$ cat src/rtl/vecsum_reducer.sv
// Streams a signed vector from on-chip memory (1-cycle read latency) and reduces it to one total.
// Build option: define VECSUM_SATURATE_EN to clamp the total on signed overflow instead of wrapping.
module vecsum_reducer #(
  parameter int ADDR_W = 14,
  parameter int DATA_W = 32
) (
  input  logic              clk,
  input  logic              reset,
  input  logic              start,
  input  logic              ack,
  input  logic [ADDR_W-1:0] base_addr,
  input  logic [31:0]       len,
  output logic [ADDR_W-1:0] mem_address,
  output logic              cs,
  output logic              mem_write,
  input  logic [DATA_W-1:0] mem_rdata,
  output logic              busy,
  output logic              done,
  output logic [DATA_W-1:0] result,
  output logic              overflow,
  output logic [3:0]        state
);

  typedef enum logic [1:0] {
    S_IDLE   = 2'd0,
    S_STREAM = 2'd1,
    S_DRAIN  = 2'd2,
    S_DONE   = 2'd3
  } state_t;

  localparam logic [DATA_W-1:0] SAT_MAX = {1'b0, {(DATA_W-1){1'b1}}};
  localparam logic [DATA_W-1:0] SAT_MIN = {1'b1, {(DATA_W-1){1'b0}}};

  state_t            state_reg, state_next;
  logic [ADDR_W-1:0] addr_reg, addr_next;
  logic [31:0]       len_reg, len_next;
  logic [31:0]       cnt_reg, cnt_next;
  logic              valid_reg, valid_next;
  logic [DATA_W-1:0] acc_reg, acc_next;
  logic              ovf_reg, ovf_next;

  logic [DATA_W-1:0] sum;
  logic              add_ovf;
  logic [DATA_W-1:0] add_res;

  // Signed overflow: operands share a sign that the wrapped sum does not.
  assign sum     = acc_reg + mem_rdata;
  assign add_ovf = (acc_reg[DATA_W-1] == mem_rdata[DATA_W-1]) &&
                   (sum[DATA_W-1] != acc_reg[DATA_W-1]);

`ifdef VECSUM_SATURATE_EN
  assign add_res = add_ovf ? (acc_reg[DATA_W-1] ? SAT_MIN : SAT_MAX) : sum;
`else
  assign add_res = sum;
`endif

  always_comb begin
    state_next = state_reg;
    addr_next  = addr_reg;
    len_next   = len_reg;
    cnt_next   = cnt_reg;
    valid_next = 1'b0;
    acc_next   = acc_reg;
    ovf_next   = ovf_reg;

    // Data returned for the previous issue cycle lands here, in STREAM or DRAIN.
    if (valid_reg) begin
      acc_next = add_res;
      ovf_next = ovf_reg | add_ovf;
    end

    case (state_reg)
      S_IDLE: begin
        if (start) begin
          addr_next  = base_addr;
          len_next   = len;
          cnt_next   = 32'd0;
          acc_next   = '0;
          ovf_next   = 1'b0;
          state_next = (len == 32'd0) ? S_DONE : S_STREAM;
        end
      end
      S_STREAM: begin
        valid_next = 1'b1;
        addr_next  = addr_reg + ADDR_W'(4);
        cnt_next   = cnt_reg + 32'd1;
        if (cnt_reg == len_reg - 32'd1) begin
          state_next = S_DRAIN;
        end
      end
      S_DRAIN: begin
        state_next = S_DONE;
      end
      S_DONE: begin
        if (ack) begin
          state_next = S_IDLE;
        end
      end
      default: begin
        state_next = S_IDLE;
      end
    endcase
  end

  always_ff @(posedge clk) begin
    if (reset) begin
      state_reg <= S_IDLE;
      addr_reg  <= '0;
      len_reg   <= 32'd0;
      cnt_reg   <= 32'd0;
      valid_reg <= 1'b0;
      acc_reg   <= '0;
      ovf_reg   <= 1'b0;
    end else begin
      state_reg <= state_next;
      addr_reg  <= addr_next;
      len_reg   <= len_next;
      cnt_reg   <= cnt_next;
      valid_reg <= valid_next;
      acc_reg   <= acc_next;
      ovf_reg   <= ovf_next;
    end
  end

  assign mem_address = addr_reg;
  assign cs          = (state_reg == S_STREAM);
  assign mem_write   = 1'b0;
  assign busy        = (state_reg == S_STREAM) || (state_reg == S_DRAIN);
  assign done        = (state_reg == S_DONE);
  assign result      = acc_reg;
  assign overflow    = ovf_reg;
  assign state       = {2'b00, state_reg};

endmodule

$ cat config.mk
export PLATFORM = sky130hd
export DESIGN_NAME = vecsum_reducer
export DESIGN_NICKNAME = d
export VERILOG_FILES = /design/src/rtl/vecsum_reducer.sv
export SDC_FILE = /design/constraint.sdc
export NUM_CORES = 1
export LEC_CHECK = 0
export ABC_AREA = 1
export CAP_MARGIN = 25
export CORE_ASPECT_RATIO = 1.5
export CORE_UTILIZATION = 55
export CTS_CLUSTER_DIAMETER = 100
export CTS_CLUSTER_SIZE = 10
export DETAILED_ROUTE_END_ITERATION = 8
export PLACE_DENSITY = 0.87
export SLEW_MARGIN = 20
export SYNTH_ARGS = -nofsm -noshare
export SYNTH_HDL_FRONTEND = slang
export SYNTH_SLANG_ARGS = --single-unit
$ cat constraint.sdc
create_clock -name clk -period 3.43 [get_ports clk]
set_clock_uncertainty 0.2 [all_clocks]
set_input_delay 1.029 -clock clk [delete_from_list [all_inputs] [get_ports clk]]
set_output_delay 1.029 -clock clk [all_outputs]
set_load 0.02 [all_outputs]
==> parameters.txt <==
Parameter                              Value

Floorplan
  Starting Density    0.565
  I/O Pins    137
  Core Area    14600 µm²
  Number of standard-cell rows in the floorplan    54
  Vertical die dimension    152 µm
  Die extent in x    102 µm
  Die area    15500 µm²

Clock tree
  # H-tree levels    4
  Clock Pin Slew Worst Setup and Hold Paths    0.06 ns
  Buffer depth of the longest clock path    2
  CTS Hold Bufs    0
  Cts bufs inserted    17
  Insertion delay of the later-clocked pin in the worst-skew pair    0.43 ns
  CTS tree    done
  Clk Tree Root Cell    sky130_fd_sc_hd__clkbuf_16
  Clock tree sinks    114
  Post-CTS setup repair buffer count    0

Cells and area
  Commonest cells after routing, fill and taps aside    sky130_fd_sc_hd__nand2_1, sky130_fd_sc_hd__nor2_1, sky130_fd_sc_hd__inv_1
  Area taken by multi-input logic gates    5180 µm²
  Number of antenna diodes    0
  FILL cells    1220
  Final net count    1602
  Most common library cell in the layout ignoring fill and taps    sky130_fd_sc_hd__nand2_1
  Utilization after layout    0.738
  Layout cell share with drive strength beyond 1    0.0884
  FF/Latch Area    2280 µm²
  Area added between synthesis and finish    30.6%

Synthesis
  Post-synthesis share of cell area spent on xor and xnor gates    0.0584
  Simple-Gate Fraction of Synth Area    0.326
  Post-synthesis instance area    8250 µm²
  Async set-or-reset flop fraction in the synthesized netlist    0
  Sequential fraction of the synthesis area    0.277
  Number of cells produced by synthesis    1300
  Fraction of the mapped netlist area in compound gates    0.181
  Mapped Avg Cell Area    6.34 µm²
  Library cells used by synthesis    50
  Biggest area consumer among synthesized cells    sky130_fd_sc_hd__dfxtp_1
  Total of warnings raised by yosys    0
  Combinational family with the most area after synthesis    simple AND/OR/NAND/NOR gates
  Proportion of synthesized area in mux cells    0
  Yosys reg bits    114
  Adder-cell area share of the yosys netlist    0.0601
  Dominant synthesized flop cell    sky130_fd_sc_hd__dfxtp_1
  Top cells by area in the synthesized netlist    sky130_fd_sc_hd__dfxtp_1, sky130_fd_sc_hd__nand2_1, sky130_fd_sc_hd__nor2_1, sky130_fd_sc_hd__inv_1, sky130_fd_sc_hd__a21oi_1
  Fraction of synthesized cell area taken by the top area cell type    0.277
  Number of synthesized flops with an enable pin    0

Global route
  Gr busiest metal    met2
  Routing usage on met3    0.0635
  Congestion Overflow GR    0
  Global routing usage on met2    0.629
  Number of antenna violations at the first check in global routing    0
  Number of global-route vias before repair    9258
  Total routing usage reported by global routing    0.347
  Met1 capacity usage during global routing    0.347
  Global-route wire length before repair    42.3 mm
  Largest net degree at the start of global routing    60

Power
  Leakage power    4.92 nW
  Peak supply drop    0.459 mV
  Power per standard cell area    644 nW/µm²

STA
  Total Neg Setup Slack    0 ns
  RSZ-0062 raised after global routing    no
  Total of endpoints with negative setup slack in the final report    0
  Final clock period utilization by the worst path    0.938
  Highest achievable clock rate    0.311 GHz
  Final hold vios    0
  Slack of the critical path    0.212 ns
  Tightest Pin Transition    0.702 ns
  Worst slew margin relative to its limit    0.528
  Final-report max-slew violation count    0
  Clock period minus final worst setup slack    3.22 ns

Routing
  Detail-routed net length per standard cell    15.5 µm
  Routed Wire Length    26.2 mm
  Via count    9365
  First-pass DRT Iterations    6
  Initial DRC Count    482
  Via/cell ratio    5.54
  Number of design rule violations left after detail routing    0
  Post-route ant nets    0

Run
  Count of max-cap constraint violations    0

Worst setup path
  Reg2reg path depth    15
  Crit Path Max Fanout    4
  CP Data Required Time    3.55 ns
  CP Data Arrival Time    3.34 ns
  Sort of element at the end of the critical path    register
  Start-to-end type of the worst setup path    in -> reg
  Setup slack, reg-to-reg    0.75 ns
  Crit start category    input pin

Outcome
  Result of the run    completed

Placed design
  Final HPWL from detailed placement    20.0 mm
  Worst setup slack after placement    -0.171 ns
  Routability Congestion    0.990
  Number of buffer cells added on primary ports    133

Worst hold path
  Instance count along the most critical hold path    2
  Hold WC Path Type    reg -> reg
==> worst max-delay path, stage by stage <==
cell	delay [ns]
sky130_fd_sc_hd__clkdlybuf4s50_1	0.42
sky130_fd_sc_hd__ha_1	0.34
sky130_fd_sc_hd__buf_4	0.12
sky130_fd_sc_hd__nand2_1	0.09
sky130_fd_sc_hd__nor2_1	0.22
sky130_fd_sc_hd__inv_1	0.08
sky130_fd_sc_hd__o21ai_0	0.26
sky130_fd_sc_hd__nand2_1	0.12
sky130_fd_sc_hd__nand4_1	0.21
sky130_fd_sc_hd__nand2_1	0.12
sky130_fd_sc_hd__nand3_1	0.08
sky130_fd_sc_hd__nand2_1	0.05
sky130_fd_sc_hd__o21ai_0	0.16
sky130_fd_sc_hd__inv_1	0.05
==> cell families (layout without fill, tap and decap cells) <==
group,after synthesis,after routing
AOI/OAI and AO/OA,270,270
xor gates and xnor gates,55,55
adders and majority gates,39,39
buffers and inverters,210,401
DFF,114,114
other,1,3
and+or+nand+nor,611,611
==> power breakdown <==
part           internal (mW)  switching [mW]
clock network           1.19           0.653
registers               1.57           0.257
logic                   1.27            1.99
total                   4.03            2.90
==> area by class of cell <==
type / count / area share
multi-input combinational: 978 / 0.481
clock inverter: 9 / 0.0121
tap: 196 / 0.0228
inverter: 174 / 0.0608
timing repair buffer: 196 / 0.168
clock buffer: 22 / 0.0440
sequential: 114 / 0.212
==> per-layer routing <==
metal	vias to the layer above	routed length, µm
li1	4618	-
met1	4267	9500
met5	-	0
met3	124	1380
met2	356	13700
met4	0	1600
==> cells in the mapped netlist (all sizes together) (16+ instances only) <==
master  count
nor3       30
nor2      202
xor2       41
inv       171
nand2     257
dfxtp     114
clkbuf     30
nand4      16
o21ai     106
a21oi     114
nor4       18
nand3      77
ha         38
==> metrics by stage <==
step / power [mW] / cell area, µm² / hold slack [ns] / cells
after floorplan: 3.89 / 8250 / 0.265 / 1302
after global placement: 4.97 / 10200 / 0.239 / 1658
after detailed placement: 5.05 / 10200 / 0.254 / 1658
after CTS: 6.90 / 10800 / 0.267 / 1689
after global routing: 7.40 / 10800 / 0.283 / 1689
final: 6.94 / 10800 / 0.259 / 1689
==> what timing repair did <==
| action | CTS | global route |
|---|---|---|
| endpoints found under the setup margin | 0 | 4 |
| hold endpoints to repair | 0 | 0 |
| resized for setup | 0 | 2 |
==> final timing paths <==
check	start	endpoint
worst max-delay path	mem_rdata[12]	result[26]
worst min-delay path	overflow	overflow
worst max register to register	state_reg[1]	cnt_reg[18]
worst min register to register	overflow	overflow
Note: power is estimated with default switching activity, not from simulation.
